File: config.mk
export PLATFORM = sky130hd
export DESIGN_NAME = oled_page_streamer
export DESIGN_NICKNAME = d
export VERILOG_FILES = /design/src/rtl/oled_page_streamer.sv
export SDC_FILE = /design/constraint.sdc
export NUM_CORES = 1
export LEC_CHECK = 0
export ABC_AREA = 1
export BUFFER_PORTS_ARGS = -buffer_cell sky130_fd_sc_hd__buf_2
export CAP_MARGIN = 10
export CORE_AREA = 2 2 172 90
export CTS_BUF_LIST = sky130_fd_sc_hd__clkbuf_4 sky130_fd_sc_hd__clkbuf_8 sky130_fd_sc_hd__clkbuf_16
export DETAILED_ROUTE_END_ITERATION = 8
export DIE_AREA = 0 0 174 92
export GPL_TIMING_DRIVEN = 0
export PLACE_DENSITY = 0.57
export SLEW_MARGIN = 20
export SYNTH_ARGS = -nofsm -noshare
export SYNTH_HDL_FRONTEND = slang
export SYNTH_SLANG_ARGS = --single-unit
File: constraint.sdc
create_clock -name i_Clk -period 2.4 [get_ports i_Clk]
set_input_delay 0.24 -clock i_Clk [delete_from_list [all_inputs] [get_ports i_Clk]]
set_output_delay 0.24 -clock i_Clk [all_outputs]
set_load 0.005 [all_outputs]
File: src/rtl/oled_page_streamer.sv
// Page-addressed SPI OLED streamer: panel reset, ROM init, dirty-page frames, then peripheral polling.
// Latency: 2 + 16*CLKS_PER_HALF_BIT cycles per byte (address, fetch, shift); memories read one cycle after address.
// Backpressure: none; i_Start is honoured only in IDLE and dropped otherwise.
module oled_page_streamer #(
    parameter int          COLS              = 128,
    parameter int          PAGES             = 8,
    parameter int          COL_OFFSET        = 0,
    parameter int          INIT_LEN          = 26,
    parameter int          CMD_AW            = 8,
    parameter int          CLKS_PER_HALF_BIT = 4,
    parameter int          RES_CYCLES        = 16,
    parameter int          N_POLL            = 1,
    parameter logic [7:0]  POLL_CMD          = 8'h00,
    parameter int          FRAME_GAP         = 0
) (
    input  logic                              i_Clk,
    input  logic                              i_Rst_L,
    input  logic                              i_Start,
    input  logic                              i_Continuous,
    input  logic [PAGES-1:0]                  i_Dirty,
    output logic [PAGES-1:0]                  o_Dirty_Clr,
    output logic [CMD_AW-1:0]                 o_Cmd_Addr,
    input  logic [7:0]                        i_Cmd_Byte,
    output logic [$clog2(COLS*PAGES)-1:0]     o_Fb_Addr,
    input  logic [7:0]                        i_Fb_Byte,
    output logic                              o_SPI_Clk,
    output logic                              o_SPI_MOSI,
    input  logic                              i_SPI_MISO,
    output logic                              o_DC,
    output logic                              o_RES,
    output logic                              o_CS_Disp,
    output logic [N_POLL-1:0]                 o_CS_Poll,
    output logic [7:0]                        o_Poll_Data,
    output logic [$clog2(N_POLL):0]           o_Poll_Chan,
    output logic                              o_Poll_Valid,
    output logic                              o_Busy,
    output logic                              o_Frame_Done
);
    localparam int PW  = (PAGES > 1) ? $clog2(PAGES) : 1;
    localparam int HW  = $clog2(CLKS_PER_HALF_BIT + 1);
    localparam int CW  = $clog2(RES_CYCLES + FRAME_GAP + 2);
    localparam int IW  = $clog2(COLS + INIT_LEN + 4);
    localparam int FAW = $clog2(COLS * PAGES);
    localparam int CHW = $clog2(N_POLL) + 1;
    localparam logic [7:0] OFFS = 8'(COL_OFFSET);

    typedef enum logic [2:0] {S_RESET_HOLD, S_INIT, S_IDLE, S_PAGE_CMD, S_PAGE_DATA, S_POLL} state_t;
    typedef enum logic [1:0] {PH_ADDR, PH_FETCH, PH_SHIFT} phase_t;

    state_t             r_state;
    phase_t             r_phase;
    logic [CW-1:0]      r_cnt;
    logic [IW-1:0]      r_idx;
    logic [PW-1:0]      r_page;
    logic [PAGES-1:0]   r_pend;
    logic [CHW-1:0]     r_chan;
    logic [7:0]         r_shift, r_rx;
    logic [HW-1:0]      r_hcnt;
    logic [3:0]         r_half;
    logic [PAGES-1:0]   r_Dirty_Clr;
    logic [CMD_AW-1:0]  r_Cmd_Addr;
    logic [FAW-1:0]     r_Fb_Addr;
    logic               r_SPI_Clk, r_SPI_MOSI, r_DC, r_RES, r_CS_Disp;
    logic [N_POLL-1:0]  r_CS_Poll;
    logic [7:0]         r_Poll_Data;
    logic [CHW-1:0]     r_Poll_Chan;
    logic               r_Poll_Valid, r_Busy, r_Frame_Done;

    // Lowest set page in a mask; MSB flags that one was found.
    function automatic logic [PW:0] f_first(input logic [PAGES-1:0] m);
        logic [PW:0] r;
        r = '0;
        for (int i = PAGES - 1; i >= 0; i--)
            if (m[i]) r = {1'b1, PW'(i)};
        return r;
    endfunction

    logic [PAGES-1:0] w_hi;
    logic [PW:0]      w_hi_first, w_dirty_first;
    logic [7:0]       w_byte;
    logic             w_xfer, w_byte_done, w_gap_ok;

    always_comb begin
        w_hi = '0;
        for (int i = 0; i < PAGES; i++)
            if (i > int'(r_page)) w_hi[i] = r_pend[i];
        w_hi_first    = f_first(w_hi);
        w_dirty_first = f_first(i_Dirty);
        case (r_state)
            S_INIT:      w_byte = i_Cmd_Byte;
            S_PAGE_DATA: w_byte = i_Fb_Byte;
            S_PAGE_CMD: begin
                if (r_idx == IW'(0))      w_byte = 8'hB0 | 8'(r_page);
                else if (r_idx == IW'(1)) w_byte = {4'h0, OFFS[3:0]};
                else                      w_byte = {4'h1, OFFS[7:4]};
            end
            default:     w_byte = POLL_CMD;
        endcase
    end

    assign w_xfer      = (r_state == S_INIT) || (r_state == S_PAGE_CMD) ||
                         (r_state == S_PAGE_DATA) || (r_state == S_POLL);
    assign w_byte_done = (r_phase == PH_SHIFT) && (r_hcnt == HW'(CLKS_PER_HALF_BIT - 1)) && (r_half == 4'd15);
    assign w_gap_ok    = (int'(r_cnt) + 1) >= FRAME_GAP;

    always_ff @(posedge i_Clk) begin
        if (!i_Rst_L) begin
            r_state <= S_RESET_HOLD;  r_phase <= PH_ADDR;     r_cnt <= '0;
            r_idx <= '0;  r_page <= '0;  r_pend <= '0;  r_chan <= '0;
            r_shift <= '0;  r_rx <= '0;  r_hcnt <= '0;  r_half <= '0;
            r_Dirty_Clr <= '0;  r_Cmd_Addr <= '0;  r_Fb_Addr <= '0;
            r_SPI_Clk <= 1'b0;  r_SPI_MOSI <= 1'b0;  r_DC <= 1'b0;  r_RES <= 1'b0;
            r_CS_Disp <= 1'b1;  r_CS_Poll <= '1;
            r_Poll_Data <= '0;  r_Poll_Chan <= '0;  r_Poll_Valid <= 1'b0;
            r_Busy <= 1'b1;  r_Frame_Done <= 1'b0;
        end else begin
            r_Dirty_Clr  <= '0;
            r_Poll_Valid <= 1'b0;
            r_Frame_Done <= 1'b0;

            // Shared byte engine; the state case below overrides r_phase when a byte completes.
            if (w_xfer) begin
                case (r_phase)
                    PH_ADDR:  r_phase <= PH_FETCH;
                    PH_FETCH: begin
                        r_shift    <= w_byte;
                        r_SPI_MOSI <= w_byte[7];
                        r_hcnt     <= '0;
                        r_half     <= '0;
                        r_phase    <= PH_SHIFT;
                    end
                    default: begin
                        if (r_hcnt == HW'(CLKS_PER_HALF_BIT - 1)) begin
                            r_hcnt <= '0;
                            r_half <= r_half + 4'd1;
                            if (!r_half[0]) begin
                                r_SPI_Clk <= 1'b1;
                                r_rx      <= {r_rx[6:0], i_SPI_MISO};
                            end else begin
                                r_SPI_Clk  <= 1'b0;
                                r_shift    <= {r_shift[6:0], 1'b0};
                                r_SPI_MOSI <= r_shift[6];
                            end
                        end else begin
                            r_hcnt <= r_hcnt + HW'(1);
                        end
                    end
                endcase
            end

            case (r_state)
                S_RESET_HOLD: begin
                    if (r_cnt == CW'(RES_CYCLES - 1)) begin
                        r_RES <= 1'b1;
                        r_cnt <= '0;
                        if (INIT_LEN > 0) begin
                            r_state <= S_INIT;  r_CS_Disp <= 1'b0;  r_DC <= 1'b0;
                            r_idx <= '0;  r_Cmd_Addr <= '0;  r_phase <= PH_ADDR;
                        end else begin
                            r_state <= S_IDLE;  r_Busy <= 1'b0;
                        end
                    end else begin
                        r_cnt <= r_cnt + CW'(1);
                    end
                end
                S_INIT: if (w_byte_done) begin
                    r_phase <= PH_ADDR;
                    if (r_idx == IW'(INIT_LEN - 1)) begin
                        r_CS_Disp <= 1'b1;  r_state <= S_IDLE;  r_Busy <= 1'b0;  r_cnt <= '0;
                    end else begin
                        r_idx <= r_idx + IW'(1);
                        r_Cmd_Addr <= r_Cmd_Addr + CMD_AW'(1);
                    end
                end
                S_IDLE: begin
                    if (i_Start || (i_Continuous && w_gap_ok)) begin
                        r_Busy <= 1'b1;  r_pend <= i_Dirty;  r_Dirty_Clr <= i_Dirty;
                        r_phase <= PH_ADDR;  r_idx <= '0;
                        if (w_dirty_first[PW]) begin
                            r_state <= S_PAGE_CMD;  r_page <= w_dirty_first[PW-1:0];
                            r_CS_Disp <= 1'b0;  r_DC <= 1'b0;
                        end else begin
                            r_state <= S_POLL;  r_chan <= '0;  r_CS_Poll <= ~N_POLL'(1);
                        end
                    end else if (r_cnt != {CW{1'b1}}) begin
                        r_cnt <= r_cnt + CW'(1);
                    end
                end
                S_PAGE_CMD: if (w_byte_done) begin
                    r_phase <= PH_ADDR;
                    if (r_idx == IW'(2)) begin
                        r_state <= S_PAGE_DATA;  r_idx <= '0;  r_DC <= 1'b1;
                        r_Fb_Addr <= FAW'(r_page) * FAW'(COLS);
                    end else begin
                        r_idx <= r_idx + IW'(1);
                    end
                end
                S_PAGE_DATA: if (w_byte_done) begin
                    r_phase <= PH_ADDR;
                    if (r_idx == IW'(COLS - 1)) begin
                        r_idx <= '0;  r_DC <= 1'b0;
                        if (w_hi_first[PW]) begin
                            r_state <= S_PAGE_CMD;  r_page <= w_hi_first[PW-1:0];
                        end else begin
                            r_CS_Disp <= 1'b1;  r_state <= S_POLL;
                            r_chan <= '0;  r_CS_Poll <= ~N_POLL'(1);
                        end
                    end else begin
                        r_idx <= r_idx + IW'(1);
                        r_Fb_Addr <= r_Fb_Addr + FAW'(1);
                    end
                end
                S_POLL: if (w_byte_done) begin
                    r_phase <= PH_ADDR;
                    r_CS_Poll <= '1;
                    r_Poll_Data <= r_rx;  r_Poll_Chan <= r_chan;  r_Poll_Valid <= 1'b1;
                    if (r_chan == CHW'(N_POLL - 1)) begin
                        r_state <= S_IDLE;  r_Frame_Done <= 1'b1;  r_Busy <= 1'b0;  r_cnt <= '0;
                    end else begin
                        r_chan <= r_chan + CHW'(1);
                        r_CS_Poll <= ~(N_POLL'(1) << (r_chan + CHW'(1)));
                    end
                end
                default: r_state <= S_RESET_HOLD;
            endcase
        end
    end

    assign o_Dirty_Clr  = r_Dirty_Clr;
    assign o_Cmd_Addr   = r_Cmd_Addr;
    assign o_Fb_Addr    = r_Fb_Addr;
    assign o_SPI_Clk    = r_SPI_Clk;
    assign o_SPI_MOSI   = r_SPI_MOSI;
    assign o_DC         = r_DC;
    assign o_RES        = r_RES;
    assign o_CS_Disp    = r_CS_Disp;
    assign o_CS_Poll    = r_CS_Poll;
    assign o_Poll_Data  = r_Poll_Data;
    assign o_Poll_Chan  = r_Poll_Chan;
    assign o_Poll_Valid = r_Poll_Valid;
    assign o_Busy       = r_Busy;
    assign o_Frame_Done = r_Frame_Done;
endmodule

---- Word-level counts from Yosys, hierarchy flattened ----
Index checks and enable logic that the tools add are counted.
cells by class
  $add $sub $neg .......................... 8
  $lt $le $gt $ge ......................... 8
  equal/unequal tests ..................... 33
  shift operators ......................... 1
  multiplexer cells ....................... 119
  bitwise logic cells ..................... 4
  reductions and logical operators ........ 44
operator list
  kind                   count
  $mux 8                 11
  $mux 4                 16
  $mux 3                 18
  $mux 10                4
  $mux 5                 8
  $pmux 8 s5             1
  $mux 1                 38
  $ne 2x2->1 const B     15
  $pmux 8 s3             1
  $reduce_and 7->1       3
  $pmux 10 s2            1
  $pmux 5 s4             1
  $pmux 3 s6             1
  $add 8x1->8 const B    2
  $pmux 8 s2             1
  $mux 7                 2
  $pmux 7 s2             1
  $gt 3x3->1 const A     4
  $pmux 3 s2             2
  $reduce_and 3->1       4
  $reduce_and 4->1       3
  $reduce_and 6->1       2
  $reduce_bool 4->1      3
  $add 10x1->10 const B  1
  other kinds (45)       74
storage, ports and cells
  register bits ........................... 96
  input port bits ......................... 29
  output and inout bits ................... 44
  word-level logic and storage cells ...... 242

---- Logic depth before layout (Yosys ltp) ----
Gate-level depths: netlist (run 1).
  word-level depth ........................ 13
  depth in mapped cells ................... 17
  depth with buffers taken out ............ 16

---- Worst setup path after synthesis (run 1) ----
Ideal clock, no wire load.
  path kind ............................... register to register
  start point ............................. reg r_cnt[0]
  end point ............................... reg r_Cmd_Addr[0], in the netlist o_Cmd_Addr[0]
  arrival ................................. 1744 ps
  required time ........................... 2330 ps
  setup slack ............................. 586 ps
  cell stages (with the launch flop) ...... 14
  clock period less this slack ............ 1814 ps
  cells stage by stage .................... dfxtp_1 ha_1 nand2_1 inv_1 nand2_1 inv_1 ha_1 inv_1 nand3_1 a21boi_1 nand2_1 buf_6 or2_0 a21oi_1
between the ends
  longest elaborated chain between the ends .. 3
ends and longest elaborated chain
  what                               RTL line  source
  start, declared                    52        logic [CW-1:0] r_cnt;
  start signal, assigned             163       r_cnt <= r_cnt + CW'(1);
  start signal, assigned             186       r_cnt <= r_cnt + CW'(1);
  $eq 5x4->1                         153       if (r_cnt == CW'(RES_CYCLES - 1)) begin
  $ne 2x2->1 (no source line)        n/a
  $reduce_and 4->1 (no source line)  n/a
  end signal, assigned               172       r_Cmd_Addr <= r_Cmd_Addr + CMD_AW'(1);
  end, declared                      61        logic [CMD_AW-1:0] r_Cmd_Addr;
No other way between the ends.
A chain may end at the register's enable or synchronous reset.

---- Worst setup path after layout (run 1) ----
  start point ............................. reg r_cnt[0]
  end point ............................... reg r_Cmd_Addr[1], in the netlist o_Cmd_Addr[1]
Same word-level chain as after synthesis.

==> impl_results.md, run 1 <==
* Initial DRC Count at 441
* ANT nets after route at 0
* Post-Syn Nets at 798
* Status: finished clean
* Pin count of the biggest net entering global routing at 16
* Worst slew pin tran at approximately 0.74 ns
* # diodes at 0
* DR vias/cell at 4.76
* Worst min-delay path category: primary input to flip-flop
* Remaining DRCs at 0
* First-pass GRT wire length at roughly 23 mm
* Row cnt at 32
* Leakage power at 2.70 nW
* Yosys cell types at between 40 and 50
* Clock Tree Buf Depth at 2
* Port bufs at between 70 and 80
* Final period util at roughly 91%
* GP Congestion at ~0.9
* Yosys top cell by area: dfxtp_1
* Share of cells above drive strength 1 at between 10% and 20%
* Initial core utilization at approximately 34%
* Critical-path cell list: ha_1 > nand2_1 > inv_1 > nand2_1 > inv_1 > ha_1 > inv_1 > nand3_1 > a21boi_2 > nand2_1 > inv_2 > nand2_1 > nand2_1 > nor3_1
* Clk sink count at just over 90
* CP startpoint kind: flip-flop
* WL/cell at about 13 um
* Pwr dens at 802 nW/um^2
* Mapped Area at roughly 5000 um^2
* Area Growth Syn to Fin at 18.1%
* Max-slew headroom at 51.0%
* Slowest cell on the critical path: dfxtp_1
* Setup TNS at 0 ns
* Share of flip-flops with an asynchronous set or reset at 0%
* Synth Warn # at 0
* IO Pins at between 70 and 80
* CTS resizes at 0
* DR pass1 iterations at 5
* Non-Filler Instances at around 1,000
* Critical path class: flip-flop to flip-flop
* CTS HTree Levels at 3
* Buf/Inv on CP at 4
* Die footprint at about 16,000 um^2
* Post-Route WL at roughly 14 mm
* Clock buffer count from CTS at 9
* DPL Wire Length at ~11 mm
* Fmax at between 0.4 and 0.5 GHz
* Critical Path Max Stage Delay at 0.34 ns
* CTS Root Cell: clkbuf_16
* Die width at about 170 um
* Total GRT Usage at around 18%
* Post-Syn Instances at between 700 and 800
* Final setup vio count at 0
* Peak supply drop at ~0.38 mV
* Share of the synthesized area in the top cell type at 37.3%
* Final #Nets at between 800 and 900
* Most common cell after layout, fill and taps aside: nand2_1
* Most frequent cells in the layout: 209 x nand2_1, 122 x nor2_1, 93 x dfxtp_1, 76 x buf_2, 64 x inv_1
* CP delay by family, top: simple AND/OR/NAND/NOR gates
* RSZ-0062 raised after global routing: false
* CP most frequent cell: nand2_1
* Vias in the first global route at roughly 4,200
* Vias at approximately 5,000
* Crit Path Max Fanout at 7
* Worst-path clk slew at 0.07 ns
* Final Hold Viols at 0
* Top post-synthesis cells by area: dfxtp_1 37%, nand2_1 16%, nor2_1 9.2%
* # fillers at approximately 1,600
* #FFs+latches synth at just over 90
* Worst-skew pair later-pin latency at 0.35 ns
* Placed cell count at about 1,000
* Critical Path AT at roughly 2.5 ns
* Global route overflow at 0
* Post-CTS Hold Buffers at 0
* Max Slew Vio Count at 0
* Number of flops mapped to enable cells by yosys at 0
* Prevailing post-synth register cell: dfxtp_1
* CP Capture Type: flip-flop
* Final min period at between 2 and 2.5 ns
* Seq. cell area at 1860 um^2
* Max_cap viols at 0
* Worst Skew at between 0.008 and 0.009 ns
* Required time worst endpoint at roughly 2.7 ns
* Multi-input gate area at roughly 2800 um^2
* CTS tree: yes
* Seq/Total Area, Yosys at a little under two fifths
* Die H at a little over 90 um
* Mapped Avg Cell Area at between 6 and 7 um^2
* Initial antenna violation count at 0
* Core region area at 14,700 um^2
* Postcts setup bufs at 0
final cells by class:
cell class              instances  share of cell area (%)
plain buffers                  20                    1.82
clock buffers                   9                    3.82
clock inverters                 6                    1.06
inverters                      73                    4.77
multi-input cells             568                    46.6
flip-flops and latches         93                    31.6
well taps                     204                    4.33
repair buffers                 71                    6.02
tightest hold or removal path: stages:
cell	delay, ns
buf_2	0.08
o21ai_1	0.06
nor2_1	0.07
metrics by stage:
step | setup slack [ns] | utilization [%] | hold slack (ns) | area, um^2 | power (mW)
2_1_floorplan | 0.586 | - | 0.375 | 5000 | 2.86
3_3_place_gp | 0.122 | 38.1 | 0.436 | 5610 | 3.30
3_5_place_dp | 0.141 | 38.1 | 0.441 | 5610 | 3.29
4_1_cts | 0.128 | 40.0 | 0.131 | 5900 | 4.75
5_1_grt | 0.0272 | 40.0 | 0.144 | 5900 | 5.04
6_report | 0.215 | 40.0 | 0.139 | 5900 | 4.73
path summary, 6_finish.rpt:
path	start	to	cells after the start	slack [ns]
setup / recovery	r_cnt[0]	o_Cmd_Addr[1]	14	0.21
hold / removal	i_SPI_MISO	r_rx[0]	3	0.14
setup reg to reg	r_cnt[0]	o_Cmd_Addr[1]	14	0.21
hold reg to reg	o_RES	o_RES	2	0.45
report_power, final:
group	internal [mW]	leakage [nW]	total (mW)	switching (mW)
combinational	0.479	1.81	1.47	0.987
sequential	1.68	0.752	1.83	0.150
clock	0.803	0.145	1.44	0.634
state kept, by name (all words and copies together), names as in the netlist, 4 cells and up:
register,cells
r_pend,7
r_idx,8
r_rx,8
o_Dirty_Clr,8
o_Fb_Addr,10
r_shift,7
o_Cmd_Addr,8
r_cnt,5
o_Poll_Data,8
r_half,4
synthesized netlist by cell type (3+ instances only):
library cell,n
nand2_1,209
nor2_1,122
dfxtp_1,93
inv_1,65
a21oi_1,49
nand3_1,48
o21ai_0,47
ha_1,15
clkbuf_1,9
nor3_1,9
nand2_2,7
nand4_1,6
o21ai_1,6
xor2_1,6
buf_2,5
inv_2,4
nand2_4,4
buf_4,3
nor2_2,3
nor2_4,3
o211ai_1,3
o31ai_1,3
layer usage:
layer	routed length (um)	global-route usage (%)	up-vias
li1	-	-	2589
met1	7770	28.8	2204
met2	4890	22.4	170
met3	1210	5.51	9
met4	92	3.36	0
met5	0	0	-
cells by family (layout without fill, tap and decap cells):
group	count (synthesis)	after routing	share of synthesized area [%]
adders and majority gates	15	15	3.76
buffers and inverters	93	179	7.79
AOI/OAI and AO/OA	121	121	13.1
DFF	93	93	37.3
other	1	1	0.0750
xor gates and xnor gates	8	8	1.40
and+or+nand+nor	423	423	36.6
Power figures use the tool's default switching activity.
==> run 2, diff against run 1 <==
ABC_AREA = default   (was 1)
CORE_AREA = 2 2 169 88   (was 2 2 172 90)
DIE_AREA = 0 0 171 90   (was 0 0 174 92)
==> run 2 against run 1 <==
Final area shrank 2.1%. Critical path type unchanged. Sequential cell count stayed put. Count of clock-buffer cells in the layout did not move. Cell count down 18%. Highest routed layer unchanged. Critical endpoint is now o_CS_Disp.
==> impl_results.md, run 2 <==
* Global route overflow at 0 (unchanged)
* Synth Warn # at 0 (unchanged)
* Pwr dens at 826 nW/um^2 (+2.9%)
* Die width at 171 um (-1.7%)
* CTS HTree Levels at 3 (unchanged)
* Critical Path Start: r_half[1]
* Crit Path Max Fanout at 5 (-2)
* Share of flip-flops with an asynchronous set or reset at 0% (unchanged)
* Most common cell after layout, fill and taps aside: dfxtp_1
* Max-slew headroom at 49.6% (-1.4 points)
* Mapped Avg Cell Area at 8.45 um^2 (+28%)
* Clock Tree Buf Depth at 2 (unchanged)
* RSZ-0062 raised after global routing: true
* DR pass1 iterations at 6 (+1)
* Most frequent cells in the layout: 93 x dfxtp_1, 80 x nor2_1, 77 x buf_2, 42 x nand2_1
* Clock buffer count from CTS at 9 (unchanged)
* Critical Path Max Stage Delay at 0.48 ns (+0.14 ns)
* Remaining DRCs at 0 (unchanged)
* CP startpoint kind: flip-flop
* # fillers at 1,413 (-14%)
* Yosys cell types at 74 (+54%)
* Critical Path AT at 2.56 ns (+0.10 ns)
* Pint at 2.94 mW (-0.79%)
* Hold Crit Start: i_SPI_MISO
* Area Growth Syn to Fin at 20.7%
* Top post-synthesis cells by area: dfxtp_1 39%, mux2i_1 6.7%, nor2_1 6.4%
* Total GRT Usage at 18.1% (+0.16 points)
* DPL Wire Length at 10.4 mm (-2.4%)
* Clock Power Share at 31.1% (+0.8 points)
* Initial DRC Count at 452 (+2.5%)
* Reg2reg start: r_half[1]
* Final setup vio count at 0 (unchanged)
* #FFs+latches synth at 93 (unchanged)
* Port bufs at 71 (unchanged)
* Seq pwr share at 35.3% (-3.4 points)
* Worst Skew at 0.0120 ns (+0.00323 ns)
* CTS Root Cell: clkbuf_16
* Prevailing post-synth register cell: dfxtp_1
* Peak supply drop at 0.393 mV (+2.7%)
* Non-Filler Cell Area, Final at 5780 um^2 (-2.1%)
* Initial core utilization at 34.1% (+0.15 points)
* CP delay by family, top: simple AND/OR/NAND/NOR gates
* Flop-to-flop setup slack at 0.09 ns (-0.12 ns)
* Leakage power at 2.22 nW (-18%)
* Seq. cell area at 1860 um^2 (unchanged)
* Leading cell type by number of instances after synthesis: dfxtp_1
* Max_cap viols at 0 (unchanged)
* IO Pins at 73 (unchanged)
* Final period util at 96.1% (+5.1 points)
* Number of flops mapped to enable cells by yosys at 0 (unchanged)
* Worst min-delay path category: primary input to flip-flop
* Mapped Area at 4780 um^2 (-4.3%)
* Clk sink count at 93 (unchanged)
* Share of cells above drive strength 1 at 20.2% (+4.7 points)
* R2R depth at 7 (-7)
* Multi-input gate area at 2790 um^2 (+1.3%)
* Sw Pwr at 1.83 mW (+3.3%)
* Overall power at 4.77 mW (+0.75%)
* Row cnt at 31 (-3.1%)
* Sw Share at 38.4% (+0.96 points)
* Hold EP: r_rx[0]
* Final #Nets at 693 (-21%)
* Worst slew pin tran at 0.756 ns (+0.0213 ns)
* Post-Syn Instances at 566 (-25%)
* CTS tree: yes
* # diodes at 0 (unchanged)
* Max Slew Vio Count at 0 (unchanged)
* Met2 track demand over resource at 23.5% (+1.0 points)
* ANT nets after route at 0 (unchanged)
* Post-Syn Nets at 610 (-24%)
* Yosys top cell by area: dfxtp_1
* Synth cell count leaders: 93 x dfxtp_1, 82 x nor2_1, 44 x nand2_1
* Dpl cell area at 5390 um^2 (-3.9%)
* Final Hold Viols at 0 (unchanged)
* Comb pwr share at 33.6% (+2.6 points)
* Required time worst endpoint at 2.65 ns (-0.02 ns)
* Worst hold stages at 3 (unchanged)
* Slowest cell on the critical path: or4_1
* Critical path class: flip-flop to flip-flop
* GP Congestion at 0.902 (-0.54%)
* Fmax at 0.434 GHz (-5.3%)
* First-pass GRT wire length at 21.8 mm (-3.7%)
* Vias at 4,533 (-8.8%)
* Met3 usage at 4.62% (-0.89 points)
* Status: finished clean
* Post-Route WL at 13.8 mm (-1.2%)
* CP Capture Type: flip-flop
* Buf/Inv on CP at 0 (-4)
* Worst-path clk slew at 0.08 ns (about the same)
* Share of the synthesized area in the top cell type at 38.9% (+1.7 points)
* Grt peak-use layer: met1
* Reg2reg end: o_CS_Disp
* Met1 Track Usage GR at 28.4% (-0.35 points)
* Final min period at 2.31 ns (+0.121 ns)
* Die H at 90 um (-2.2%)
* Pin count of the biggest net entering global routing at 21 (+5)
* Core region area at 14,000 um^2 (-4.7%)
* Seq/Total Area, Yosys at 38.9% (+1.7 points)
* Initial antenna violation count at 0 (unchanged)
* Critical-path cell list: ha_1 > and4_1 > nand2_2 > o31ai_4 > nand2_1 > or4_1 > a21o_1
* Setup TNS at 0 ns (unchanged)
* Vias in the first global route at 4,055 (-4.0%)
* Worst-skew pair later-pin latency at 0.36 ns (about the same)
* DR vias/cell at 5.32 (+12%)
* WL/cell at 16.2 um (+21%)
* Max reg flops at 10 (unchanged)
* Die footprint at 15,400 um^2 (-3.9%)
-- run 2: cell types whose count changed in the layout (fill, tap and decap cells not counted), sizes merged, moves of 18 or more --
cell	delta
a21oi	-18
inv	-50
mux2i	+32
nand2	-176
nand3	-33
nor2	-45
o21ai	-25
-- run 2: worst min-delay path: cells and delay by family --
kind / cells / cell delay [ns]
multiplexers: 1 / 0.05
AND/OR/NAND/NOR: 1 / 0.07
buffers and inverters: 1 / 0.08
-- run 2: what timing repair did --
item / CTS / global route
pin swaps: 0 / 1
setup endpoints to repair: 1 / 30
setup buffers: 0 / 1
resized for setup: 1 / 14
hold buffers: 0 / 0
-- run 2: metal layers --
layer | part of all wire (%) | routed length (um) | vias up
li1 | - | - | 2204
met1 | 53 | 7250 | 2158
met2 | 39 | 5380 | 156
met3 | 7.4 | 1020 | 15
met4 | 1.2 | 161 | 0
met5 | 0 | 0 | -
-- run 2: kinds of logic after synthesis --
kind of cell	Yosys count	synth area share (%)
AND/OR/NAND/NOR	243	26.3
AO/OA/AOI/OAI	120	17.1
flip-flops	93	38.9
buffers and inverters	48	4.39
multiplexers	33	6.93
adder cells (fa/ha/maj)	15	3.92
XOR/XNOR	13	2.38
other	1	0.0784
-- run 2: cell type report --
type	instances	share of cell area [%]
sequential	93	32.2
clock inverter	7	1.41
multi-input combinational	425	48.2
tap	198	4.29
buffer	33	2.66
inverter	15	0.975
timing repair buffer	72	6.28
clock buffer	9	3.90
-- run 2: stage by stage --
| stage | hold WS (ns) | instances | worst slack, ns | util [%] |
|---|---|---|---|---|
| final | 0.121 | 852 | 0.0935 | 41.1 |
| after global routing | 0.140 | 852 | -0.0259 | 41.1 |
| after CTS | 0.116 | 851 | 0.0264 | 40.6 |
| after detailed placement | 0.439 | 835 | 0.0367 | 38.4 |
| after global placement | 0.439 | 835 | 0.0444 | 38.4 |
| after floorplan | 0.379 | 566 | 0.313 | - |
-- run 2: worst max path at each step --
| stage | end | slack, ns | cells past startpoint |
|---|---|---|---|
| after floorplan | r_cnt[3] | 0.31 | 9 |
| after global placement | o_CS_Disp | 0.04 | 7 |
| after detailed placement | r_idx[7] | 0.04 | 9 |
| after CTS | r_idx[7] | 0.03 | 9 |
| after global routing | r_idx[7] | -0.03 | 9 |
| final | o_CS_Disp | 0.09 | 7 |
-- run 2: power by group through the flow --
stage	sequential [mW]	combinational, mW	clock (mW)
floorplan	1.70	1.08	0
global placement	1.71	1.48	0
detailed placement	1.71	1.50	0
CTS	1.68	1.51	1.52
global route	1.69	1.75	1.61
finish	1.68	1.60	1.48
